File: config.mk
export PLATFORM = sky130hd
export DESIGN_NAME = riser_spi_reply_flat
export DESIGN_NICKNAME = d
export VERILOG_FILES = /design/src/rtl/riser_spi_reply_pkg.sv /design/src/rtl/riser_spi_reply_if.sv /design/src/rtl/riser_spi_shifter.sv /design/src/rtl/riser_spi_reply.sv /design/src/flat_wrapper.sv
export SDC_FILE = /design/constraint.sdc
export NUM_CORES = 1
export LEC_CHECK = 0
export ABC_CLOCK_PERIOD_IN_PS = 3000
export CELL_PAD_IN_SITES_DETAIL_PLACEMENT = 1
export CELL_PAD_IN_SITES_GLOBAL_PLACEMENT = 2
export CORE_MARGIN = 1
export CORE_UTILIZATION = 42
export DETAILED_ROUTE_END_ITERATION = 8
export GPL_ROUTABILITY_DRIVEN = 0
export PLACE_DENSITY_LB_ADDON = 0.1
export SETUP_SLACK_MARGIN = 0.05
export SLEW_MARGIN = 20
export SYNTH_ARGS = -nofsm -noshare
export SYNTH_HDL_FRONTEND = slang
export SYNTH_SLANG_ARGS = --single-unit
File: constraint.sdc
create_clock -name CLKCPU_A -period 3 [get_ports CLKCPU_A]
set_input_delay 0.6 -clock CLKCPU_A [delete_from_list [all_inputs] [get_ports CLKCPU_A]]
set_output_delay 0.6 -clock CLKCPU_A [all_outputs]
set_load 0.02 [all_outputs]
File: src/rtl/riser_spi_reply_pkg.sv
// ============================================================================
// Module  : riser_spi_reply_pkg
// Brief   : Shared encodings and constants for the CD32 riser punt responder.
// Revision: 1.0 - initial release
// ============================================================================
`default_nettype none

package riser_spi_reply_pkg;

    localparam logic [1:0] ST_IDLE    = 2'd0;
    localparam logic [1:0] ST_PENDING = 2'd1;
    localparam logic [1:0] ST_REPLY   = 2'd2;

    localparam logic [7:0] REPLY_CMD_DEF      = 8'hA5;
    localparam int         TIMEOUT_CYCLES_DEF = 1024;
    localparam int         SYNC_STAGES_DEF    = 2;

    // REQ_TAG layout: {RW, type[1:0], A[5:1]}
    localparam int TAG_RW      = 7;
    localparam int TAG_TYPE_HI = 6;
    localparam int TAG_TYPE_LO = 5;
    localparam int TAG_ADDR_HI = 4;
    localparam int TAG_ADDR_LO = 0;

    localparam logic [7:0] TIMEOUT_REPLY = 8'hFF;

    typedef struct packed {
        logic [7:0] cmd;
        logic [7:0] data;
    } spi_frame_t;

    function automatic logic [15:0] miso_word(input logic pending, input logic [7:0] tag);
        return {pending, 7'b0, tag};
    endfunction

endpackage

`default_nettype wire

File: src/rtl/riser_spi_reply_if.sv
// ============================================================================
// Module  : riser_spi_reply_if
// Brief   : 68020 bus, punt request and SPI signals of the riser responder.
// Revision: 1.0 - initial release
// ============================================================================
`default_nettype none

interface riser_spi_reply_if;
    logic       AS20;
    logic       DS20;
    logic       RW;
    logic       REQ_VALID;
    logic [7:0] REQ_TAG;
    logic       SPI_NSS;
    logic       SPI_CK;
    logic       SPI_MOSI;
    logic       SPI_MISO;
    logic [7:0] D_OUT;
    logic       D_OE;
    logic       ACK;

    modport slave (
        input  AS20, DS20, RW, REQ_VALID, REQ_TAG, SPI_NSS, SPI_CK, SPI_MOSI,
        output SPI_MISO, D_OUT, D_OE, ACK
    );

    modport master (
        output AS20, DS20, RW, REQ_VALID, REQ_TAG, SPI_NSS, SPI_CK, SPI_MOSI,
        input  SPI_MISO, D_OUT, D_OE, ACK
    );
endinterface

`default_nettype wire

File: src/rtl/riser_spi_shifter.sv
// ============================================================================
// Module  : riser_spi_shifter
// Brief   : SPI mode-0 slave shifter: synchronisers, edge detect, 16-bit frame.
// Revision: 1.0 - initial release
// ============================================================================
`default_nettype none

module riser_spi_shifter
    import riser_spi_reply_pkg::*;
#(
    parameter int SYNC_STAGES = SYNC_STAGES_DEF
) (
    input  wire logic        CLKCPU_A,
    input  wire logic        RESET_n,
    input  wire logic        spi_nss_i,
    input  wire logic        spi_ck_i,
    input  wire logic        spi_mosi_i,
    input  wire logic [15:0] miso_word_i,
    output logic             spi_miso_o,
    output logic             frame_done_o,
    output spi_frame_t       frame_o
);

    logic [SYNC_STAGES-1:0] nss_sync_q;
    logic [SYNC_STAGES-1:0] ck_sync_q;
    logic [SYNC_STAGES-1:0] mosi_sync_q;
    logic                   nss_prev_q;
    logic                   ck_prev_q;
    logic [4:0]             bit_cnt_q;
    logic [14:0]            rx_q;
    logic [15:0]            tx_q;

    logic w_nss, w_ck, w_mosi;
    logic w_ck_rise, w_ck_fall, w_nss_fall;

    assign w_nss      = nss_sync_q[SYNC_STAGES-1];
    assign w_ck       = ck_sync_q[SYNC_STAGES-1];
    assign w_mosi     = mosi_sync_q[SYNC_STAGES-1];
    assign w_ck_rise  =  w_ck & ~ck_prev_q;
    assign w_ck_fall  = ~w_ck &  ck_prev_q;
    assign w_nss_fall = ~w_nss & nss_prev_q;

    // NSS synchroniser resets to the deselected level so reset release is not a frame start
    always_ff @(posedge CLKCPU_A or negedge RESET_n) begin
        if (!RESET_n) begin
            nss_sync_q  <= '1;
            ck_sync_q   <= '0;
            mosi_sync_q <= '0;
            nss_prev_q  <= 1'b1;
            ck_prev_q   <= 1'b0;
        end else begin
            nss_sync_q  <= {nss_sync_q[SYNC_STAGES-2:0], spi_nss_i};
            ck_sync_q   <= {ck_sync_q[SYNC_STAGES-2:0], spi_ck_i};
            mosi_sync_q <= {mosi_sync_q[SYNC_STAGES-2:0], spi_mosi_i};
            nss_prev_q  <= w_nss;
            ck_prev_q   <= w_ck;
        end
    end

    always_ff @(posedge CLKCPU_A or negedge RESET_n) begin
        if (!RESET_n) begin
            bit_cnt_q <= 5'd0;
            rx_q      <= 15'd0;
        end else if (w_nss) begin
            bit_cnt_q <= 5'd0;
        end else if (w_ck_rise && (bit_cnt_q != 5'd16)) begin
            rx_q      <= {rx_q[13:0], w_mosi};
            bit_cnt_q <= bit_cnt_q + 5'd1;
        end
    end

    always_ff @(posedge CLKCPU_A or negedge RESET_n) begin
        if (!RESET_n) begin
            tx_q <= 16'd0;
        end else if (w_nss_fall) begin
            tx_q <= miso_word_i;
        end else if (!w_nss && w_ck_fall) begin
            tx_q <= {tx_q[14:0], 1'b0};
        end
    end

    // The 16th bit is taken straight from the synchroniser so the frame is usable in its own cycle
    assign frame_done_o = ~w_nss & w_ck_rise & (bit_cnt_q == 5'd15);
    assign frame_o      = spi_frame_t'({rx_q, w_mosi});
    assign spi_miso_o   = tx_q[15];

endmodule

`default_nettype wire

File: src/rtl/riser_spi_reply.sv
// ============================================================================
// Module  : riser_spi_reply
// Brief   : MCU reply responder for punted 68020 cycles on the CD32 riser.
//           Optional PENDING timeout enabled by RISER_REPLY_TIMEOUT_EN.
// Revision: 1.0 - initial release
// ============================================================================
`default_nettype none

module riser_spi_reply
    import riser_spi_reply_pkg::*;
#(
    parameter logic [7:0] REPLY_CMD      = REPLY_CMD_DEF,
    parameter int         TIMEOUT_CYCLES = TIMEOUT_CYCLES_DEF,
    parameter int         SYNC_STAGES    = SYNC_STAGES_DEF
) (
    input  wire logic      CLKCPU_A,
    input  wire logic      RESET_n,
    riser_spi_reply_if.slave bus
);

    logic [1:0] state_q, state_d;
    logic [7:0] tag_q,   tag_d;
    logic [7:0] dout_q,  dout_d;
    logic       ack_q,   ack_d;

    logic       w_frame_done;
    spi_frame_t w_frame;
    logic       w_commit;
    logic       w_expire;
    logic       w_unused_ok;

    riser_spi_shifter #(
        .SYNC_STAGES (SYNC_STAGES)
    ) u_shifter (
        .CLKCPU_A     (CLKCPU_A),
        .RESET_n      (RESET_n),
        .spi_nss_i    (bus.SPI_NSS),
        .spi_ck_i     (bus.SPI_CK),
        .spi_mosi_i   (bus.SPI_MOSI),
        .miso_word_i  (miso_word(state_q == ST_PENDING, tag_q)),
        .spi_miso_o   (bus.SPI_MISO),
        .frame_done_o (w_frame_done),
        .frame_o      (w_frame)
    );

    assign w_commit = w_frame_done && (w_frame.cmd == REPLY_CMD) && (state_q == ST_PENDING);

`ifdef RISER_REPLY_TIMEOUT_EN
    localparam int TMO_W = $clog2(TIMEOUT_CYCLES + 1);
    logic [TMO_W-1:0] tmo_cnt_q;

    // Held at zero outside PENDING, so it is already clear on entry
    always_ff @(posedge CLKCPU_A or negedge RESET_n) begin
        if (!RESET_n) begin
            tmo_cnt_q <= '0;
        end else if (state_q != ST_PENDING) begin
            tmo_cnt_q <= '0;
        end else begin
            tmo_cnt_q <= tmo_cnt_q + 1'b1;
        end
    end

    assign w_expire    = (state_q == ST_PENDING) && (tmo_cnt_q == TMO_W'(TIMEOUT_CYCLES - 1));
    assign w_unused_ok = bus.DS20;
`else
    assign w_expire    = 1'b0;
    assign w_unused_ok = bus.DS20 | (TIMEOUT_CYCLES < 0);
`endif

    always_comb begin
        state_d = state_q;
        tag_d   = tag_q;
        dout_d  = dout_q;
        ack_d   = 1'b0;
        case (state_q)
            ST_IDLE: begin
                if (bus.REQ_VALID && !bus.AS20) begin
                    tag_d   = bus.REQ_TAG;
                    state_d = ST_PENDING;
                end
            end
            ST_PENDING: begin
                // Abort outranks commit, and commit outranks timeout
                if (bus.AS20) begin
                    state_d = ST_IDLE;
                end else if (w_commit) begin
                    dout_d  = w_frame.data;
                    ack_d   = 1'b1;
                    state_d = ST_REPLY;
                end else if (w_expire) begin
                    dout_d  = TIMEOUT_REPLY;
                    ack_d   = 1'b1;
                    state_d = ST_REPLY;
                end
            end
            ST_REPLY: begin
                if (bus.AS20) begin
                    state_d = ST_IDLE;
                end
            end
            default: state_d = ST_IDLE;
        endcase
    end

    always_ff @(posedge CLKCPU_A or negedge RESET_n) begin
        if (!RESET_n) begin
            state_q <= ST_IDLE;
            tag_q   <= 8'h00;
            dout_q  <= 8'h00;
            ack_q   <= 1'b0;
        end else begin
            state_q <= state_d;
            tag_q   <= tag_d;
            dout_q  <= dout_d;
            ack_q   <= ack_d;
        end
    end

    assign bus.D_OUT = dout_q;
    assign bus.ACK   = ack_q;
    assign bus.D_OE  = (state_q == ST_REPLY) & ~bus.AS20 & bus.RW & tag_q[TAG_RW];

endmodule

`default_nettype wire

File: src/flat_wrapper.sv
// flat-port wrapper written by rule: the top's interface ports become plain ports
module riser_spi_reply_flat import riser_spi_reply_pkg::*;
#(
    parameter logic [7:0] REPLY_CMD      = REPLY_CMD_DEF,
    parameter int         TIMEOUT_CYCLES = TIMEOUT_CYCLES_DEF,
    parameter int         SYNC_STAGES    = SYNC_STAGES_DEF
)
  (CLKCPU_A, RESET_n, bus_AS20, bus_DS20, bus_RW, bus_REQ_VALID, bus_REQ_TAG, bus_SPI_NSS, bus_SPI_CK, bus_SPI_MOSI, bus_SPI_MISO, bus_D_OUT, bus_D_OE, bus_ACK);
  riser_spi_reply_if bus_i ();
  input  wire logic CLKCPU_A;
  input  wire logic RESET_n;
  input wire logic [$bits(bus_i.AS20)-1:0] bus_AS20;
  input wire logic [$bits(bus_i.DS20)-1:0] bus_DS20;
  input wire logic [$bits(bus_i.RW)-1:0] bus_RW;
  input wire logic [$bits(bus_i.REQ_VALID)-1:0] bus_REQ_VALID;
  input wire logic [$bits(bus_i.REQ_TAG)-1:0] bus_REQ_TAG;
  input wire logic [$bits(bus_i.SPI_NSS)-1:0] bus_SPI_NSS;
  input wire logic [$bits(bus_i.SPI_CK)-1:0] bus_SPI_CK;
  input wire logic [$bits(bus_i.SPI_MOSI)-1:0] bus_SPI_MOSI;
  output wire logic [$bits(bus_i.SPI_MISO)-1:0] bus_SPI_MISO;
  output wire logic [$bits(bus_i.D_OUT)-1:0] bus_D_OUT;
  output wire logic [$bits(bus_i.D_OE)-1:0] bus_D_OE;
  output wire logic [$bits(bus_i.ACK)-1:0] bus_ACK;
  assign bus_i.AS20 = bus_AS20;
  assign bus_i.DS20 = bus_DS20;
  assign bus_i.RW = bus_RW;
  assign bus_i.REQ_VALID = bus_REQ_VALID;
  assign bus_i.REQ_TAG = bus_REQ_TAG;
  assign bus_i.SPI_NSS = bus_SPI_NSS;
  assign bus_i.SPI_CK = bus_SPI_CK;
  assign bus_i.SPI_MOSI = bus_SPI_MOSI;
  assign bus_SPI_MISO = bus_i.SPI_MISO;
  assign bus_D_OUT = bus_i.D_OUT;
  assign bus_D_OE = bus_i.D_OE;
  assign bus_ACK = bus_i.ACK;
  riser_spi_reply #(.REPLY_CMD(REPLY_CMD), .TIMEOUT_CYCLES(TIMEOUT_CYCLES), .SYNC_STAGES(SYNC_STAGES)) u_core (.CLKCPU_A(CLKCPU_A), .RESET_n(RESET_n), .bus(bus_i));
endmodule
# Word level (Yosys, flattened, before mapping)
# Cells that the tools add are included.
[totals]
register_bits = 63
input_bits = 17
out_inout_bits = 11
word_cells = 59
[classes]
n_addsub = 1
eq_ne = 8
n_mux = 12
bitwise = 12
reduce_logical = 14
[ops]
columns = ["cell", "count"]
rows = [
  ["16-bit 2-to-1 mux", 2],
  ["5-bit 2-to-1 mux", 2],
  ["1-bit AND", 8],
  ["8-bit == test (second input constant)", 1],
  ["2-bit 2-to-1 mux", 4],
  ["2-bit case mux with 3 select lines", 1],
  ["3-bit AND reduction", 2],
  ["5-bit by 1-bit adder with 5-bit output (second input constant)", 1],
  ["5-bit by 4-bit == test with 1-bit output (second input constant)", 1],
  ["1-bit logical AND", 5],
  ["5-bit != test (second input constant)", 1],
  ["1-bit inverter", 4],
  ["2-bit AND reduction", 2],
  ["2-bit nonzero test", 2],
  ["1-bit 2-to-1 mux", 3],
  ["3-bit by 2-bit != test with 1-bit output (second input constant)", 1],
  ["2-bit by 1-bit == test with 1-bit output (second input constant)", 1],
  ["2-bit == test (second input constant)", 1],
  ["1-bit zero test", 2],
  ["2-bit zero test", 1],
  ["2-bit by 1-bit != test with 1-bit output (second input constant)", 1],
  ["2-bit != test (second input constant)", 1],
]

# Longest topological paths before layout
# Gate-level depths: netlist (run 1).
[logic_depth]
depth_word = 9
mapped_depth = 6
mapped_depth_nobuf = 6

# Cells and area by module
# A second synthesis (run 1) with hierarchy kept.
[hier_totals]
hier_cells = 188
hier_area_um2 = 2661.3
[by_module_without_submodules]
columns = ["module", "n_inst", "cells_each", "area_each_um2", "seq_area_each_um2"]
rows = [
  ["riser_spi_shifter", 1, 135, 1856.8, 1104.8],
  ["riser_spi_reply", 1, 53, 804.5, 475.5],
]

# Worst setup path after synthesis (run 1)
# OpenSTA, ideal clock, no wires.
[synth_timing]
kind = "register to register"
start = "register u_core.u_shifter.bit_cnt_q[0]"
end = "register u_core.dout_q[0], in the netlist u_core.bus.D_OUT[0]"
setup_time_ps = 125
t_arrival_ps = 1620
required_time_ps = 2875
slack_ps = 1255
path_stages_with_launch = 7
n_path_buf = 0
period_less_slack_ps = 1745
path_cell_list = "dfrtp_1 ha_1 and3_1 ha_1 and4bb_1 nand4_4 mux2_2"
[synth_between]
elab_chain_cells = 5
[synth_lines]
columns = ["item", "line_no", "rtl"]
rows = [
  ["start, declared", "riser_spi_shifter.sv:29", "logic [4:0] bit_cnt_q;"],
  ["start signal, assigned", "riser_spi_shifter.sv:68", "bit_cnt_q <= bit_cnt_q + 5'd1;"],
  ["5-bit by 4-bit == test with 1-bit output", "riser_spi_shifter.sv:83", "assign frame_done_o = ~w_nss & w_ck_rise & (bit_cnt_q == 5'd15);"],
  ["1-bit AND", "riser_spi_shifter.sv:83", ""],
  ["1-bit logical AND (2 in series)", "riser_spi_reply.sv:46", "assign w_commit = w_frame_done && (w_frame.cmd == REPLY_CMD) && (state_q == ST_PENDING);"],
  ["3-bit AND reduction (no line)", "-", ""],
  ["end signal, assigned", "riser_spi_reply.sv:114", "dout_q <= dout_d;"],
  ["end, declared", "riser_spi_reply.sv:23", "logic [7:0] dout_q, dout_d;"],
]
# Every way passes these cells.
# A chain may end at the register's enable or synchronous reset.

# Worst setup path after layout (run 1)
[layout_timing]
start = "input bus_AS20"
end = "output bus_D_OE"
[layout_between]
elab_chain_cells = 4
[layout_lines]
columns = ["item", "line_no", "rtl"]
rows = [
  ["start, declared", "flat_wrapper.sv:12", "input wire logic [$bits(bus_i.AS20)-1:0] bus_AS20;"],
  ["1-bit inverter (no line)", "-", ""],
  ["1-bit AND (3 in series)", "riser_spi_reply.sv:121", "assign bus.D_OE = (state_q == ST_REPLY) & ~bus.AS20 & bus.RW & tag_q[TAG_RW];"],
  ["end, declared", "flat_wrapper.sv:22", "output wire logic [$bits(bus_i.D_OE)-1:0] bus_D_OE;"],
]
# Every way passes these cells.

==> results.txt, run 1 <==
FF-to-FF setup slack = 0.93 ns
CTS clock-pin slew for the worst setup and hold paths = 0.07 ns
critical path class = input port to output port
Fmax = 388 MHz
WL per Instance = 15.2 µm
H-tree Lvls = 3
number of global-route vias before repair = 1580
Top FF cell, synth = dfrtp_1
Post-synth EDFFs = 0
Die Ht = 80.6 µm
Antenna Violating Nets Remaining = 0
CTS Sinks = 63
FP Rows = 28
Post-synth top cells = 60 x dfrtp_1, 31 x mux2_2, 14 x mux2i_1
Die X-Extent = 80.6 µm
sequential area share after synthesis = 61.0%
minimum clock period = 2.58 ns
IO Port Bufs = 26
antenna violations before repair = 0
share of cells above drive strength 1 = 26.4%
core area = 0.00592 mm²
Antenna Cells = 0
Tightest Pin Transition = 0.718 ns
Setup TNS = 0 ns
Max Cap Violations = 0
largest net degree at the start of global routing = 64
Clock Latency Late Sink = 0.33 ns
fin nets = 242
Post-CTS Setup Inserts = 0
max-slew violations = 0
RSZ-0062 raised after global routing = no
post-DR vias/cell = 5.09
critical path data required time = 2.40 ns
Hold WC Path Type = input port to asynchronous set/reset pin
FILL cells = 608
Power Dens Cells = 642 mW/mm²
worst clock skew = 0.00701 ns
global-route wire length before repair = 7750 µm
critical path endpoint category = output port
Arr. time, crit path = 1.98 ns
largest cells by area after synthesis = dfrtp_1 58%, mux2_2 13%, mux2i_1 5.4%
overall power consumption = 2.02 mW
area leader, netlist = dfrtp_1
post-synthesis area per instance = 13.8 µm²
crit start category = input port
Slew HR = 52.0%
root buffer cell = clkbuf_8
num ports = 28
Peak supply drop = 0.451 mV
DP Cell Count = 286
outcome = completed
synthesized cell area = 0.00259 mm²
Die ar. = 0.00649 mm²
post-CTS sizing = 0
Tot GR Track Use = 16.7%
Cells after Synth = 188
gr ovfl total = 0
DRC = 0
clock buffer depth = 2
initial DRC count = 68
vias = 1536
top-count cell post-synth = dfrtp_1
# hold bufs at CTS = 0
share of the synthesized area in the top cell type = 57.9%
Reg area = 0.00158 mm²
CTS tree = built
total CTS buffers = 9
Starting Density = 43.8%
Final setup viols = 0
crit share post-route = 85.9%
Synth warnings = 0
final std cells w/o fill = 302
area delta synth->final = 21.3%
Yosys reg bits = 63
Post-Route WL = 4580 µm
CP Max Fanout = 5
Yosys cell types = 31
Synthesized Nets = 208
area of the multi-input gates = 942 µm²
final hold violations = 0
Static Leak = 1.40 nW
hpwl dp = 3180 µm
DRT Pass-1 Iters = 4
asr flop ratio synth = 100%
-- worst max-delay path, stage by stage --
cell	delay (ns)
clkdlybuf4s50_1	0.53
nor3_1	0.22
clkdlybuf4s50_1	0.63
-- per-layer routing --
layer  track usage (%)  share of wire, %
met1              21.5                45
met2              25.1                50
met3              4.09               3.0
met4              10.7               1.6
met5                 0                 0
-- flip-flops by register name (all words and copies together), names as in the netlist --
name / cells
u_core.u_shifter.nss_sync_q: 2
u_core.u_shifter.ck_sync_q: 2
u_core.u_shifter.nss_prev_q: 1
u_core.u_shifter.rx_q: 15
u_core.u_shifter.ck_prev_q: 1
u_core.u_shifter.tx_q: 16
u_core.tag_q: 8
u_core.u_shifter.mosi_sync_q: 2
u_core.state_q: 2
u_core.bus.ACK: 1
u_core.u_shifter.bit_cnt_q: 5
u_core.bus.D_OUT: 8
-- metrics by stage --
| stage | hold slack [ns] | instance area (µm²) | util, % | setup WS (ns) |
|---|---|---|---|---|
| final | 0.266 | 3150 | 53.1 | 0.423 |
| after global routing | 0.275 | 3150 | 53.1 | 0.264 |
| after detailed placement | 0.344 | 2930 | 49.5 | 0.432 |
| after global placement | 0.338 | 2930 | 49.5 | 0.443 |
| after floorplan | 0.304 | 2590 | - | 1.26 |
| after CTS | 0.264 | 3150 | 53.1 | 0.425 |
-- area by class of cell --
cell class,instances,share of cell area [%]
multi-input combinational,112,30.0
inverter,7,0.835
clock buffer,10,4.06
tap,75,2.98
timing repair buffer,29,9.23
clock inverter,6,2.70
sequential,63,50.2
-- placed cells by master (no fill, tap or decap), types with 2 or more instances in the layout --
| master | netlist | layout |
|---|---|---|
| clkinv_2 | 0 | 2 |
| nand2b_1 | 3 | 3 |
| nand3_1 | 4 | 4 |
| dfrtp_1 | 60 | 60 |
| and4bb_2 | 3 | 3 |
| clkdlybuf4s50_1 | 0 | 25 |
| o21ai_0 | 13 | 13 |
| buf_4 | 1 | 2 |
| a21oi_1 | 7 | 7 |
| nor2b_1 | 2 | 2 |
| dfstp_2 | 3 | 3 |
| nand2_1 | 10 | 10 |
| nor2_1 | 7 | 7 |
| inv_1 | 7 | 7 |
| clkinvlp_4 | 0 | 2 |
| clkbuf_8 | 0 | 9 |
| bufinv_16 | 0 | 2 |
| mux2i_1 | 14 | 14 |
| mux2_2 | 31 | 31 |
| ha_1 | 3 | 3 |
-- cells by family after synthesis --
| group | after synthesis | synth area share (%) |
|---|---|---|
| DFF | 63 | 61.0 |
| buffers and inverters | 13 | 2.90 |
| muxes | 45 | 18.9 |
| adders and majority gates | 3 | 1.45 |
| and+or+nand+nor | 42 | 11.2 |
| AOI/OAI and AO/OA | 22 | 4.58 |
-- report_power, final --
part / leakage, nW / switching, mW / total [mW] / internal (mW)
sequential: 0.813 / 0.0741 / 1.04 / 0.962
clock: 0.102 / 0.326 / 0.791 / 0.465
combinational: 0.482 / 0.0800 / 0.194 / 0.114
total: 1.40 / 0.480 / 2.02 / 1.54
-- path summary, 6_finish.rpt --
kind | endpoint | cells after the start | start
worst max register to register | u_core.u_shifter.rx_q[10]$_DFFE_PN0P_ | 5 | u_core.u_shifter.bit_cnt_q[0]$_DFFE_PN0P_
min in group CLKCPU_A | u_core.u_shifter.nss_sync_q[1]$_DFF_PN1_ | 0 | u_core.u_shifter.nss_sync_q[0]$_DFF_PN1_
worst max-delay path | bus_D_OE | 3 | bus_AS20
worst min-delay path | u_core.u_shifter.rx_q[9]$_DFFE_PN0P_ | 2 | RESET_n
max in group asynchronous | u_core.u_shifter.nss_prev_q$_DFF_PN1_ | 2 | RESET_n
worst min register to register | u_core.u_shifter.nss_sync_q[1]$_DFF_PN1_ | 0 | u_core.u_shifter.nss_sync_q[0]$_DFF_PN1_
Power figures use the tool's default switching activity.
==> inputs of run 2 (changes only) <==
--- a/config.mk
+++ b/config.mk
@@ -13,8 +13,9 @@
 export DETAILED_ROUTE_END_ITERATION = 8
 export GPL_ROUTABILITY_DRIVEN = 0
 export PLACE_DENSITY_LB_ADDON = 0.1
-export SETUP_SLACK_MARGIN = 0.05
+export SETUP_SLACK_MARGIN = 0.02
 export SLEW_MARGIN = 20
 export SYNTH_ARGS = -nofsm -noshare
 export SYNTH_HDL_FRONTEND = slang
+export SYNTH_HIERARCHICAL = 1
 export SYNTH_SLANG_ARGS = --single-unit
==> results.txt, run 2 <==
CTS clock-pin slew for the worst setup and hold paths = 0.07 ns (about the same)
IO Port Bufs = 26 (unchanged)
CP Cell Sequence = clkdlybuf4s50_1 -> nor3_1 -> clkdlybuf4s50_1
max-slew violations = 0 (unchanged)
critical path data required time = 2.40 ns (about the same)
hpwl dp = 3320 µm (+4.5%)
Critical-path top delay cell = clkdlybuf4s50_1
H-tree Lvls = 3 (unchanged)
number of global-route vias before repair = 1798 (+14%)
Cells after Synth = 188 (unchanged)
worst clock skew = 0.00601 ns (-0.00100 ns)
global-route wire length before repair = 8630 µm (+11%)
most common cell after layout, fill and taps aside = dfrtp_1
share of cells above drive strength 1 = 25.2% (-1.2 points)
post-synthesis area per instance = 14.2 µm² (+2.7%)
DRC = 0 (unchanged)
CP top delay family = buffers and inverters
Setup TNS = 0 ns (unchanged)
CTS tree = built
Max Cap Violations = 0 (unchanged)
clock buffer depth = 2 (unchanged)
top-count cell post-synth = dfrtp_1
Post-Route WL = 5120 µm (+12%)
critical path class = input port to output port
Slew HR = 45.5% (-6.5 points)
Die Ht = 81.6 µm (+1.3%)
final hold violations = 0 (unchanged)
Antenna Cells = 0 (unchanged)
Fmax = 381 MHz (-1.7%)
area delta synth->final = 21.2%
initial DRC count = 50 (-26%)
num ports = 28 (unchanged)
max reg flops = 16 (unchanged)
Power Dens Cells = 647 mW/mm² (+0.77%)
Yosys cell types = 39 (+26%)
Biggest register = u_core/u_shifter/tx_q
crit share post-route = 87.4% (+1.5 points)
commonest non-fill, non-tap cells in the layout = 60 x dfrtp_1, 25 x clkdlybuf4s50_1, 22 x mux2_2
Post-CTS Setup Inserts = 0 (unchanged)
gr ovfl total = 0 (unchanged)
Tot GR Track Use = 18.3% (+1.5 points)
Post-synth top cells = 60 x dfrtp_1, 22 x mux2_2, 13 x a21o_1, 13 x a22o_1, 10 x mux2_4
WP buf/inv = 2 (unchanged)
CTS Sinks = 63 (unchanged)
Hold WC Path Type = input port to asynchronous set/reset pin
Synth warnings = 6 (+6)
largest net degree at the start of global routing = 33 (-48%)
asr flop ratio synth = 100% (unchanged)
FILL cells = 593 (-2.5%)
Tightest Pin Transition = 0.817 ns (+0.0993 ns)
CP Max Fanout = 4 (-1)
share of the synthesized area in the top cell type = 56.4% (-1.5 points)
fin nets = 246 (+1.7%)
minimum clock period = 2.62 ns (+0.0448 ns)
Critical Path Max Stage Delay = 0.64 ns (about the same)
post-DR vias/cell = 5.26 (+3.3%)
most used cell, CP = clkdlybuf4s50_1
synthesized cell area = 0.00266 mm² (+2.7%)
WL per Instance = 16.8 µm (+11%)
DRT Pass-1 Iters = 3 (-1)
root buffer cell = clkbuf_8
# hold bufs at CTS = 0 (unchanged)
top flop regs = u_core/u_shifter/tx_q: 16 flops, u_core/u_shifter/rx_q: 15 flops
antenna violations before repair = 0 (unchanged)
Die ar. = 0.00666 mm² (+2.6%)
largest cells by area after synthesis = dfrtp_1 56%, mux2_2 9.3%, mux2_4 5.6%
area leader, netlist = dfrtp_1
critical path endpoint category = output port
crit start category = input port
Die X-Extent = 81.6 µm (+1.3%)
Peak supply drop = 0.365 mV (-19%)
Yosys reg bits = 63 (unchanged)
sequential area share after synthesis = 59.4% (-1.6 points)
Final setup viols = 0 (unchanged)
vias = 1603 (+4.4%)
Starting Density = 44.2% (+0.38 points)
Top FF cell, synth = dfrtp_1
total CTS buffers = 9 (unchanged)
outcome = completed
Antenna Violating Nets Remaining = 0 (unchanged)
post-CTS sizing = 0 (unchanged)
Post-synth EDFFs = 0 (unchanged)
core area = 0.00603 mm² (+1.8%)
FP Rows = 28 (unchanged)
Clock Latency Late Sink = 0.34 ns (about the same)
RSZ-0062 raised after global routing = no
Finished Core Util = 53.5% (+0.40 points)
Static Leak = 1.53 nW (+9.8%)
Arr. time, crit path = 2.02 ns (+0.04 ns)
## run 2: cell count changes after synthesis, sizes merged, moves of 4 or more
cell,change
a21o,+13
a22o,+13
mux2i,-11
o21ai,-7
a21oi,-5
nand2,-4
nor2,-4
## run 2: cell families after synthesis
group	synth area share, %
AO/OA/AOI/OAI	10.6
adder cells (fa/ha/maj)	1.41
buffers and inverters	3.20
flip-flops	59.4
multiplexers	16.1
other	0.141
AND/OR/NAND/NOR	9.17
## run 2: metrics by stage
step / setup slack (ns) / hold slack (ns) / instance area [µm²] / cells / power, mW
6_report: 0.378 / 0.330 / 3230 / 305 / 2.09
5_1_grt: 0.276 / 0.356 / 3230 / 305 / 2.20
4_1_cts: 0.358 / 0.346 / 3230 / 305 / 2.13
3_5_place_dp: 0.376 / 0.336 / 3010 / 290 / 1.32
3_3_place_gp: 0.326 / 0.339 / 3010 / 290 / 1.30
2_1_floorplan: 1.05 / 0.304 / 2680 / 194 / 1.23
## run 2: final timing paths
path	cells after the start	slack, ns	end	startpoint
hold reg to reg	0	0.35	u_core/u_shifter/mosi_sync_q[1]$_DFF_PN0_	u_core/u_shifter/mosi_sync_q[0]$_DFF_PN0_
setup reg to reg	7	0.59	u_core/bus.D_OUT[7]$_DFFE_PN0P_	u_core/u_shifter/bit_cnt_q[1]$_DFFE_PN0P_
hold / removal	1	0.33	u_core/u_shifter/tx_q[10]$_DFFE_PN0P_	RESET_n
min in group CLKCPU_A	0	0.35	u_core/u_shifter/mosi_sync_q[1]$_DFF_PN0_	u_core/u_shifter/mosi_sync_q[0]$_DFF_PN0_
max in group asynchronous	2	2.03	u_core/u_shifter/tx_q[13]$_DFFE_PN0P_	RESET_n
setup / recovery	3	0.38	bus_D_OE	bus_AS20
## run 2: report_power, final
part	switching, mW	leakage [nW]	internal, mW
clock	0.313	0.108	0.470
sequential	0.0865	0.802	0.974
combinational	0.0913	0.624	0.153
## run 2: metal layers
layer	wire, µm	share of wire [%]	vias to the layer above	global-route usage [%]
li1	-	-	738	-
met1	2290	45	830	21.4
met3	242	4.7	8	8.22
met4	85	1.7	0	7.37
met5	0	0	-	0
met2	2500	49	27	29.1
## run 2: layout make-up
| class | count | area (µm²) | share of cell area (%) |
|---|---|---|---|
| flip-flops and latches | 63 | 1580 | 49.0 |
| clock inverters | 2 | 37.5 | 1.16 |
| well taps | 75 | 93.8 | 2.91 |
| multi-input cells | 117 | 1020 | 31.6 |
| clock buffers | 13 | 179 | 5.55 |
| inverters | 5 | 18.8 | 0.582 |
| repair buffers | 30 | 298 | 9.23 |
## run 2: worst register-to-register path, delay by kind of cell (launching register included)
| kind | cells | cell delay [ns] |
|---|---|---|
| simple gates | 4 | 1.17 |
| mux | 1 | 0.40 |
| fa+ha+maj | 2 | 0.32 |
| flops | 1 | 0.41 |
